## src/rtl/io_bus_responder.sv

```systemverilog
// I/O window responder: UART TX FIFO, RX byte reads, cycle counter, program stop.
// Define IO_CYCLE_SNAPSHOT_EN to make 4-byte counter reads coherent.
module io_bus_responder #(
   parameter int TX_DEPTH_LOG2 = 4,
   parameter int FULL_MARGIN   = 2
) (
   input  logic        clk_in,
   input  logic        rst_in,
   input  logic        rdy_in,
   input  logic [31:0] bus_a,
   input  logic [7:0]  bus_din,
   input  logic        bus_wr,
   output logic [7:0]  bus_dout,
   output logic        io_rd_sel,
   output logic        io_buffer_full,
   output logic [7:0]  tx_data,
   output logic        tx_valid,
   input  logic        tx_ready,
   input  logic [7:0]  rx_data,
   input  logic        rx_valid,
   output logic        rx_pop,
   output logic        prog_done,
   output logic        tx_overflow
);

   localparam int DEPTH = 1 << TX_DEPTH_LOG2;
   localparam int PW    = TX_DEPTH_LOG2;
   localparam int CW    = TX_DEPTH_LOG2 + 1;
   localparam logic [CW-1:0] DEPTH_C  = CW'(DEPTH);
   localparam logic [CW-1:0] MARGIN_C = CW'(FULL_MARGIN);
   localparam logic [17:0] A_UART = 18'h30000;
   localparam logic [17:0] A_CNT  = 18'h30004;

   typedef enum logic [1:0] {
      RUN,
      DRAIN,
      STOPPED
   } state_t;

   state_t          state_q, state_d;
   logic [7:0]      mem_q [DEPTH];
   logic [7:0]      mem_d [DEPTH];
   logic [PW-1:0]   wr_ptr_q, wr_ptr_d;
   logic [PW-1:0]   rd_ptr_q, rd_ptr_d;
   logic [CW-1:0]   count_q, count_d;
   logic [31:0]     cnt_q, cnt_d;
   logic [7:0]      bus_dout_q, bus_dout_d;
   logic            io_rd_sel_q, io_rd_sel_d;
   logic            rx_pop_q, rx_pop_d;
   logic            full_q, full_d;
   logic            done_q, done_d;
   logic            ovf_q, ovf_d;
`ifdef IO_CYCLE_SNAPSHOT_EN
   logic [31:0]     snap_q, snap_d;
`endif

   logic            io_req, wr_req, rd_req;
   logic            is_uart, is_cnt, is_stop;
   logic            push_req, push, pop;
   logic [7:0]      push_byte;
   logic            unused_addr;

   function automatic logic [7:0] byte_sel(
      input logic [31:0] w,
      input logic [1:0]  s
   );
      logic [7:0] b;
      case (s)
         2'd0:    b = w[7:0];
         2'd1:    b = w[15:8];
         2'd2:    b = w[23:16];
         default: b = w[31:24];
      endcase
      return b;
   endfunction

   assign unused_addr = ^bus_a[31:18];
   assign io_req  = rdy_in & (bus_a[17:16] == 2'b11);
   assign wr_req  = io_req & bus_wr;
   assign rd_req  = io_req & ~bus_wr;
   assign is_uart = (bus_a[17:0] == A_UART);
   assign is_cnt  = (bus_a[17:2] == A_CNT[17:2]);
   assign is_stop = (bus_a[17:0] == A_CNT);

   assign tx_valid = (count_q != '0);
   assign tx_data  = mem_q[rd_ptr_q];
   assign pop      = tx_valid & tx_ready;

   always_comb begin
      push_req  = 1'b0;
      push_byte = 8'h00;
      state_d   = state_q;
      if (wr_req && state_q == RUN) begin
         if (is_uart && bus_din != 8'h00) begin
            push_req  = 1'b1;
            push_byte = bus_din;
         end else if (is_stop) begin
            // stop marker is the literal zero byte the zero-ignore rule filters
            push_req  = 1'b1;
            push_byte = 8'h00;
            state_d   = DRAIN;
         end
      end
      unique case (state_q)
         RUN:     ;
         DRAIN:   if (count_q == '0) state_d = STOPPED;
         STOPPED: state_d = STOPPED;
         default: state_d = RUN;
      endcase

      push = push_req & ((count_q != DEPTH_C) | pop);
      ovf_d = ovf_q | (push_req & ~push);

      mem_d    = mem_q;
      wr_ptr_d = wr_ptr_q;
      rd_ptr_d = rd_ptr_q;
      count_d  = count_q;
      if (push) begin
         mem_d[wr_ptr_q] = push_byte;
         wr_ptr_d = wr_ptr_q + 1'b1;
      end
      if (pop) rd_ptr_d = rd_ptr_q + 1'b1;
      if (push && !pop) count_d = count_q + 1'b1;
      if (pop && !push) count_d = count_q - 1'b1;

      full_d = (state_d == STOPPED) |
               ((DEPTH_C - count_d) <= MARGIN_C);
      done_d = (state_d == STOPPED);

      cnt_d = rdy_in ? cnt_q + 32'd1 : cnt_q;

      bus_dout_d  = 8'h00;
      io_rd_sel_d = rd_req;
      rx_pop_d    = 1'b0;
`ifdef IO_CYCLE_SNAPSHOT_EN
      snap_d = snap_q;
`endif
      if (rd_req) begin
         if (is_uart) begin
            if (rx_valid) begin
               bus_dout_d = rx_data;
               rx_pop_d   = 1'b1;
            end
         end else if (is_cnt) begin
`ifdef IO_CYCLE_SNAPSHOT_EN
            if (bus_a[1:0] == 2'd0) begin
               snap_d     = cnt_q;
               bus_dout_d = cnt_q[7:0];
            end else begin
               bus_dout_d = byte_sel(snap_q, bus_a[1:0]);
            end
`else
            bus_dout_d = byte_sel(cnt_q, bus_a[1:0]);
`endif
         end
      end
   end

   always_ff @(posedge clk_in or negedge rst_in) begin
      if (!rst_in) begin
         state_q     <= RUN;
         mem_q       <= '{default: '0};
         wr_ptr_q    <= '0;
         rd_ptr_q    <= '0;
         count_q     <= '0;
         cnt_q       <= '0;
         bus_dout_q  <= '0;
         io_rd_sel_q <= 1'b0;
         rx_pop_q    <= 1'b0;
         full_q      <= 1'b0;
         done_q      <= 1'b0;
         ovf_q       <= 1'b0;
`ifdef IO_CYCLE_SNAPSHOT_EN
         snap_q      <= '0;
`endif
      end else begin
         state_q     <= state_d;
         mem_q       <= mem_d;
         wr_ptr_q    <= wr_ptr_d;
         rd_ptr_q    <= rd_ptr_d;
         count_q     <= count_d;
         cnt_q       <= cnt_d;
         bus_dout_q  <= bus_dout_d;
         io_rd_sel_q <= io_rd_sel_d;
         rx_pop_q    <= rx_pop_d;
         full_q      <= full_d;
         done_q      <= done_d;
         ovf_q       <= ovf_d;
`ifdef IO_CYCLE_SNAPSHOT_EN
         snap_q      <= snap_d;
`endif
      end
   end

   assign bus_dout       = bus_dout_q;
   assign io_rd_sel      = io_rd_sel_q;
   assign rx_pop         = rx_pop_q;
   assign io_buffer_full = full_q;
   assign prog_done      = done_q;
   assign tx_overflow    = ovf_q;

endmodule

```

## config.mk

```make
export PLATFORM = sky130hd
export DESIGN_NAME = io_bus_responder
export DESIGN_NICKNAME = d
export VERILOG_FILES = /design/src/rtl/io_bus_responder.sv
export SDC_FILE = /design/constraint.sdc
export NUM_CORES = 1
export LEC_CHECK = 0
export CELL_PAD_IN_SITES_DETAIL_PLACEMENT = 1
export CELL_PAD_IN_SITES_GLOBAL_PLACEMENT = 1
export CORE_ASPECT_RATIO = 1.5
export CORE_UTILIZATION = 42
export DETAILED_ROUTE_END_ITERATION = 8
export MAX_ROUTING_LAYER = met4
export PLACE_DENSITY_LB_ADDON = 0.1
export SYNTH_ARGS = -nofsm -noshare
export SYNTH_HDL_FRONTEND = slang
export SYNTH_SLANG_ARGS = --single-unit
export TNS_END_PERCENT = 100
```

## constraint.sdc

```tcl
create_clock -name clk_in -period 3.4 [get_ports clk_in]
set_clock_uncertainty 0.2 [all_clocks]
set_input_delay 0.34 -clock clk_in [delete_from_list [all_inputs] [get_ports clk_in]]
set_output_delay 0.34 -clock clk_in [all_outputs]
set_load 0.1 [all_outputs]
```

==> flow_summary.toml, run 1 <==
[status]
status = "finished clean"

[clock_tree]
htree_levels = 4
cts_sinks = 188
clk_latency_ps = 440
numCtsBuffers = 17
ctsRootBufferMaster = "clkbuf_16"
clockBufferDepth = 2
clk_pin_slew_ps = 70
tritoncts = "yes"

[synth]
synth_nets = 822
syn_area_um2 = 8825
yosys.area_share.simple_pct = 15.10
synthFlopType = "dfrtp_1"
synthAdderAreaFrac_pct = 1.560
syn_area_per_cell_um2 = 11.66
yosys.area.top_type = "dfrtp_1"
yosysMostFrequentCell = "dfrtp_1"
synth_common_cells = "dfrtp_1 (188), nand2_1 (159), o21ai_0 (104)"
ys_types = 52
yosys_warnings = 0
synth_compound_area_share_pct = 9.627
postSynthCellCount = 757
synthMuxAreaShare_pct = 13.00
synth_edf_count = 0
synthArstFlopShare_pct = 100.0
synth_xor_area_share_pct = 4.069
synth_top_area_share_pct = 53.31
synth_top_family_by_area = "simple AND/OR/NAND/NOR gates"
ys_ff_latch = 188
synth_area_leaders = "dfrtp_1 (53%), mux4_2 (11%), nand2_1 (6.8%)"
seq_area_frac_synth_pct = 53.31

[critical_path]
critPathLaunch = "state_q[0]$_DFF_PN0_"
r2r_start = "state_q[0]$_DFF_PN0_"
critPathCaptureType = "register"
crit_fanout = 6
regToRegSetupSlack_ps = 60
path_class = "reg2reg"
r2r-end = "io_buffer_full$_DFF_PN0_"
cp.required_ps = 3540
rr_worst_depth = 13
setup.worst_path.start_class = "register"
worstPathArrival_ps = 3480
endpoint = "io_buffer_full$_DFF_PN0_"

[placement]
dpl.cell_count = 1078
io_buffers = 61
dp_slack_ps = -481.2
dp_hpwl_um = 16010
placed_cell_area_um2 = 9982
gp_congestion = 0.8339

[floorplan]
dieArea_um2 = 21610
fp.dieW_um = 120.4
coreArea_um2 = 20500
rows = 64
pin_count = 76
initial_utilization_pct = 43.05
die_h_um = 179.5

[grt]
antenna_found_initial = 0
globalRouteTotalUtil_pct = 23.17
grt_max_degree = 105
grt_pass1_wl_um = 37620
grt_pass1_vias = 7034
overflow = 0

[finish]
areaGrowthSynthToFinish_pct = 20.90
stdcell_area_um2 = 10670
stdcell_count = 1111
fill_cells = 2211
seqCellArea_um2 = 4707
multi_input_area_um2 = 3869
diodes = 0
final_util_pct = 52.04
nNetsFinal = 899
drive_above_1_share_pct = 19.48

[route]
via_count = 6127
drtIter0Drc = 260
vias_per_cell = 5.515
ant_nets = 0
dr.pass1.iters = 4
wl_per_cell_um = 19.98
drc_errors = 0
drt_wl_total_um = 22200

[timing]
hold_ws_ps = 276.0
min_period_ps = 3342
rsz0062_at_grt = "true"
tns_ps = 0
setup_viol = 0
worst_pin_slew_ps = 1001
max_slew_margin_pct = 33.08
slew_violations = 0
finalCritPeriodShare_pct = 98.28
hold_viol = 0
worst_slack_ps = 58.42
fmax_ghz = 0.2993

[hold_path]
hp-start = "mem_q[73]$_DFFE_PN0P_"
hp-class = "reg2reg"
whs_path_depth = 2

[power_and_ir_drop]
cellPowerDensity_nw_per_um2 = 550.1
p_total_mw = 5.869
p_leak_nw = 4.608
irDropWorstVdd_uv = 376.2

[run]
drv_cap = 0
## routing by layer
| metal | GRT usage, % | part of all wire (%) | up-vias |
|---|---|---|---|
| li1 | - | - | 2854 |
| met1 | 26.00 | 40 | 3140 |
| met2 | 41.49 | 56 | 97 |
| met3 | 3.807 | 2.5 | 36 |
| met4 | 7.358 | 2.0 | 0 |
| met5 | - | 0 | - |
## layout by cell type, fill, tap and decap left out, types with 4 or more instances in the layout
master and n:
mux4_1 4, clkbuf_16 17, mux2i_1 4, or4b_1 4, dfrtp_1 186, xor2_1 9, nand4b_1 7, nand4_1 12
buf_4 44, ha_1 11, a32o_1 8, buf_12 11, bufinv_16 4, nand2_1 158, mux4_2 44, xnor2_1 32
nand3_1 17, o21ai_2 7, clkdlybuf4s50_1 51, o21ai_0 103, clkinv_2 4, nor2_1 10, o21ai_1 22, inv_1 8
and3_1 8, nor4_4 4
## flip-flops by register name, summed over array words and instances, names as in the netlist, 2 cells and up
name / flops
bus_dout: 8
cnt_q: 32
count_q: 5
mem_q: 128
rd_ptr_q: 4
state_q: 2
wr_ptr_q: 4
## worst max-delay path: stages, from the launching register on
cell and delay (ps):
dfrtp_2 450, or4b_4 560, or2_4 280, nor4_4 230, buf_6 190, nand3_2 90, nand2_2 90, a31oi_2 120
ha_1 300, nand2b_1 120, nand3_1 90, mux2i_1 200, a22oi_1 130, o311ai_2 210
## kinds of logic (layout without fill, tap and decap cells)
logic type | Yosys count | in the layout
compound gates | 149 | 149
xor+xnor | 41 | 41
fa+ha+maj | 11 | 11
buf+inv | 61 | 151
flops | 188 | 188
mux | 53 | 53
simple gates | 254 | 254
## worst min path at each step
stage / end
floorplan: bus_dout[0]$_DFF_PN0_
global placement: mem_q[98]$_DFFE_PN0P_
detailed placement: mem_q[73]$_DFFE_PN0P_
CTS: mem_q[73]$_DFFE_PN0P_
global route: mem_q[3]$_DFFE_PN0P_
finish: mem_q[73]$_DFFE_PN0P_
## final cells by class
| class | instances | area share, % |
|---|---|---|
| flip-flops and latches | 188 | 44.12 |
| multi-input cells | 508 | 36.26 |
| repair buffers | 109 | 10.27 |
| clock buffers | 18 | 4.116 |
| well taps | 264 | 3.096 |
| clock inverters | 14 | 1.783 |
| inverters | 10 | 0.3518 |
## report_power, final
part           internal, mW  leakage, nW  switching, mW
Combinational         0.558         1.72          0.627
Clock                  1.25        0.307          0.888
Sequential             2.34         2.58          0.205
## repair_timing
action                                  4_1_cts  5_1_grt
hold buffers                                  1        0
setup buffers                                 0        0
pin swaps                                     0        2
endpoints found under the setup margin        1        1
hold endpoints to repair                    100        0
resized for setup                             4        9
Note: power is estimated with default switching activity, not from simulation.
==> inputs of run 2 (changes only) <==
--- a/config.mk
+++ b/config.mk
@@ -12,6 +12,8 @@
 export DETAILED_ROUTE_END_ITERATION = 8
 export MAX_ROUTING_LAYER = met4
 export PLACE_DENSITY_LB_ADDON = 0.1
+export SKIP_CTS_REPAIR_TIMING = 1
+export SKIP_LAST_GASP = 1
 export SYNTH_ARGS = -nofsm -noshare
 export SYNTH_HDL_FRONTEND = slang
 export SYNTH_SLANG_ARGS = --single-unit
==> run 2 against run 1 <==
  * Sequential cell count is the same
  * Critical path depth is 1 lower
  * Utilization increased by 0.21 points
  * Die area is the same
  * Worst setup slack got worse by 19 ps
  * Cell area increased by 0.41%
  * Via count increased by 0.39%
==> flow_summary.toml, run 2 (synthesized netlist as in run 1, its figures left out) <==
[hold_path]
hp-start = "mem_q[73]$_DFFE_PN0P_"
hp-class = "reg2reg"

[timing]
slew_violations = 0
hold_viol = 0
finalCritPeriodShare_pct = 98.84
setup_viol = 0
fmax_ghz = 0.2976
tns_ps = 0
max_slew_margin_pct = 33.14
min_period_ps = 3361
worst_pin_slew_ps = 999.8
rsz0062_at_grt = "true"

[route]
drtIter0Drc = 251
wl_per_cell_um = 19.97
via_count = 6151
vias_per_cell = 5.527
ant_nets = 0
drt_wl_total_um = 22220
dr.pass1.iters = 4
drc_errors = 0

[clock_tree]
clk_pin_slew_ps = 70
ctsRootBufferMaster = "clkbuf_16"
cts_sinks = 188
clk_latency_ps = 430
tritoncts = "yes"
numCtsBuffers = 17
htree_levels = 4
clockBufferDepth = 2

[grt]
antenna_found_initial = 0
grt_pass1_wl_um = 37580
overflow = 0
grt_max_degree = 105
globalRouteTotalUtil_pct = 23.15
grt_pass1_vias = 7024

[finish]
stdcell_area_um2 = 10710
final_cell_mix = "dfrtp_1 (186), nand2_1 (158), o21ai_0 (103)"
layout_commonest_cell = "dfrtp_1"
final_util_pct = 52.26
areaGrowthSynthToFinish_pct = 21.40
largest_reg_flops = 128
drive_above_1_share_pct = 19.91
multi_input_area_um2 = 3897
diodes = 0
stdcell_count = 1113
seqCellArea_um2 = 4707
fill_cells = 2206
regMostFlops = "mem_q"
nNetsFinal = 901

[floorplan]
pin_count = 76
dieArea_um2 = 21610
coreArea_um2 = 20500
rows = 64
initial_utilization_pct = 43.05
fp.dieW_um = 120.4
die_h_um = 179.5

[power_and_ir_drop]
cellPowerDensity_nw_per_um2 = 556.3
p_leak_nw = 4.624
p_total_mw = 5.960
irDropWorstVdd_uv = 386.0

[critical_path]
endpoint = "io_buffer_full$_DFF_PN0_"
crit_fanout = 3
cp.required_ps = 3540
path_class = "reg2reg"
r2r_start = "state_q[0]$_DFF_PN0_"
worstPathArrival_ps = 3500
critPathCaptureType = "register"
rr_worst_depth = 12
r2r-end = "io_buffer_full$_DFF_PN0_"
regToRegSetupSlack_ps = 40
setup.worst_path.start_class = "register"
critPathLaunch = "state_q[0]$_DFF_PN0_"

[placement]
dp_hpwl_um = 16010
io_buffers = 61
gp_congestion = 0.8339
dpl.cell_count = 1078
placed_cell_area_um2 = 9982

[status]
status = "finished clean"

[run]
drv_cap = 0
## run 2: changes by cell type in the layout (fill, tap and decap cells not counted), sizes merged
cell  previous run  this run
buf             56        58
## run 2: critical path, stage by stage (launching register included)
cell and delay (ps):
dfrtp_2 420, or4b_4 490, or2_4 300, nor4_4 360, nand2b_4 210, a221oi_2 80
a31oi_4 220, ha_4 250, nand2b_4 70, nand3_1 70, mux2i_1 200, a22oi_1 130
o311ai_2 250
## run 2: how the worst min path moves through the flow
stage | end | slack (ps) | depth (start not counted)
3_5_place_dp | mem_q[73]$_DFFE_PN0P_ | 270 | 2
6_report | mem_q[73]$_DFFE_PN0P_ | 280 | 2
4_1_cts | mem_q[127]$_DFFE_PN0P_ | -150 | 1
2_1_floorplan | bus_dout[0]$_DFF_PN0_ | -160 | 0
3_3_place_gp | mem_q[98]$_DFFE_PN0P_ | 250 | 2
5_1_grt | mem_q[3]$_DFFE_PN0P_ | 310 | 2
## run 2: through the flow
| stage | hold slack, ps | setup slack (ps) |
|---|---|---|
| floorplan | -155.6 | 53.37 |
| global placement | 254.6 | -241.5 |
| detailed placement | 265.1 | -481.2 |
| CTS | -152.1 | -119.0 |
| global route | 306.7 | -114.5 |
| finish | 275.8 | 39.44 |
## run 2: routing by layer
layer	GRT usage (%)	wire, µm	vias to the layer above
li1	-	-	2860
met1	25.98	8650	3158
met2	41.45	12550	100
met3	3.807	602	33
met4	7.358	419	0
met5	-	0	-
## run 2: area by class of cell
class                   instances  area share, %
flip-flops and latches        188          43.94
multi-input cells             508          36.38
repair buffers                111          10.37
clock buffers                  18          4.099
well taps                     264          3.083
clock inverters                14          1.775
inverters                      10         0.3504
## run 2: report_power, final
group / internal (mW) / switching [mW] / leakage (nW)
clock network: 1.25 / 0.887 / 0.307
registers: 2.34 / 0.203 / 2.58
logic: 0.619 / 0.662 / 1.73
total: 4.21 / 1.75 / 4.62
==> inputs of run 3 (changes only) <==
--- a/config.mk
+++ b/config.mk
@@ -7,7 +7,7 @@
 export LEC_CHECK = 0
 export CELL_PAD_IN_SITES_DETAIL_PLACEMENT = 1
 export CELL_PAD_IN_SITES_GLOBAL_PLACEMENT = 1
-export CORE_ASPECT_RATIO = 1.5
+export CORE_ASPECT_RATIO = 2
 export CORE_UTILIZATION = 42
 export DETAILED_ROUTE_END_ITERATION = 8
 export MAX_ROUTING_LAYER = met4
==> run 3 against run 2 <==
  * Sequential power is essentially flat
  * Critical path depth grew 1
  * Non-clock buffer count increased by 7
  * Hold slack got worse by 4.1 ps
  * Final cell count increased by 0.72%
  * Power shrank 6.2%
  * Register-to-register slack gained 97 ps
  * Worst setup slack improved by 97 ps
  * Clock power decreased by 13%
  * Die area up 0.10%
  * Cell area fell by 0.92%
==> flow_summary.toml, run 3 (synthesized netlist as in run 1, its figures left out) <==
[finish]
drive_above_1_share_pct = 19.42
nNetsFinal = 908
diodes = 0
largest_reg_flops = 128
layout_commonest_cell = "dfrtp_1"
stdcell_area_um2 = 10610
final_util_pct = 51.87
fill_cells = 2162
final_cell_mix = "dfrtp_1 (187), nand2_1 (158), o21ai_0 (103)"
stdcell_count = 1121
areaGrowthSynthToFinish_pct = 20.27
regMostFlops = "mem_q"

[timing]
finalCritPeriodShare_pct = 95.97
setup_viol = 0
fmax_ghz = 0.3065
min_period_ps = 3263
rsz0062_at_grt = "true"
slew_violations = 0
max_slew_margin_pct = 33.62
tns_ps = 0
hold_viol = 0
worst_pin_slew_ps = 992.5
worst_slack_ps = 136.9
hold_ws_ps = 271.7

[route]
dr.pass1.iters = 6
drc_errors = 0
ant_nets = 0
vias_per_cell = 5.561
via_count = 6234
drt_wl_total_um = 22990
drtIter0Drc = 202
wl_per_cell_um = 20.51

[placement]
gp_congestion = 0.8441
placed_cell_area_um2 = 10030
dpl.cell_count = 1089
dp_slack_ps = -395.3
io_buffers = 61
dp_hpwl_um = 17230

[power_and_ir_drop]
p_total_mw = 5.591
p_leak_nw = 4.592
cellPowerDensity_nw_per_um2 = 526.8
p_int_mw = 3.908
swShare_pct = 30.10
p_clk_share_pct = 33.2
p_seq_share_pct = 45.2
combPwrFrac_pct = 21.6
irDropWorstVdd_uv = 405.3
p_switching_mw = 1.683

[grt]
antenna_found_initial = 0
globalRouteTotalUtil_pct = 24.18
grt_pass1_wl_um = 38330
grt_pass1_vias = 7116
grt_max_degree = 96
overflow = 0

[floorplan]
initial_utilization_pct = 43.13
die_h_um = 207.0
coreArea_um2 = 20460
rows = 74
dieArea_um2 = 21630
fp.dieW_um = 104.5
pin_count = 76

[hold_path]
hp-class = "reg2reg"

[critical_path]
path_class = "reg2reg"
setup.worst_path.start_class = "register"
critPathCaptureType = "register"
crit_fanout = 6
worstPathArrival_ps = 3410
cp.required_ps = 3550
regToRegSetupSlack_ps = 140
crit_path_top_delay_cell = "or4b_4"
critPathMaxStageDelay_ps = 550
crit_chain = "or4b_4 > or2_4 > nor4_4 > buf_6 > nand3_1 > nand2_1 > a31oi_2 > ha_1 > nand2b_1 > nand3_1 > mux2i_1 > a22oi_1 > o311ai_2"
worst_path_most_repeated_cell = "nand3_1"

[clock_tree]
clockBufferDepth = 2
htree_levels = 4
tritoncts = "yes"
cts_sinks = 188
numCtsBuffers = 17
clk_pin_slew_ps = 70
ctsRootBufferMaster = "clkbuf_16"
clk_latency_ps = 440

[run]
drv_cap = 0

[status]
status = "finished clean"
run 3: cell count changes in the layout (fill, tap and decap cells not counted), moves of 2 or more:
cell / change
clkbuf_1: +3
inv_2: -3
buf_12: -2
inv_1: +3
bufinv_16: -3
inv_6: -2
buf_4: +9
run 3: power groups by stage:
| stage | Clock (mW) | Sequential (mW) | Combinational [mW] |
|---|---|---|---|
| after global placement | 0 | 2.56 | 1.13 |
| after global routing | 1.98 | 2.54 | 1.32 |
| after detailed placement | 0 | 2.57 | 1.19 |
| final | 1.86 | 2.53 | 1.21 |
| after floorplan | 0 | 2.46 | 0.821 |
| after CTS | 1.90 | 2.53 | 1.20 |
run 3: worst max-delay path: cells and delay by family (launching register included):
family / cells / cell delay (ps)
AND/OR/NAND/NOR: 7 / 1410
AO/OA/AOI/OAI: 3 / 450
flip-flops: 1 / 430
adder cells (fa/ha/maj): 1 / 330
buffers and inverters: 1 / 180
multiplexers: 1 / 180
run 3: layer usage:
| layer | GRT usage (%) | vias up | routed length [µm] |
|---|---|---|---|
| met1 | 24.73 | 3198 | 8401 |
| met2 | 45.34 | 122 | 13410 |
| met5 | - | - | 0 |
| li1 | - | 2866 | - |
| met4 | 10.26 | 0 | 695 |
| met3 | 3.830 | 48 | 485 |
run 3: path summary, 6_finish.rpt:
check                                           start                       end  depth (start not counted)
worst max register to register   state_q[0]$_DFF_PN0_  io_buffer_full$_DFF_PN0_                         13
worst min-delay path            tx_overflow$_DFF_PN0_     tx_overflow$_DFF_PN0_                          1
worst max-delay path             state_q[0]$_DFF_PN0_  io_buffer_full$_DFF_PN0_                         13
worst min register to register  tx_overflow$_DFF_PN0_     tx_overflow$_DFF_PN0_                          1
max in group asynchronous                      rst_in   wr_ptr_q[0]$_DFFE_PN0P_                          3
min in group asynchronous                      rst_in     mem_q[64]$_DFFE_PN0P_                          2
run 3: cell type report:
type / instances / area (µm²) / area share (%)
clock buffers: 20 / 436.7 / 4.114
clock inverters: 11 / 98.84 / 0.9313
inverters: 10 / 37.54 / 0.3536
multi-input cells: 508 / 3864 / 36.40
flip-flops and latches: 188 / 4706 / 44.34
well taps: 266 / 332.8 / 3.136
repair buffers: 118 / 1139 / 10.73
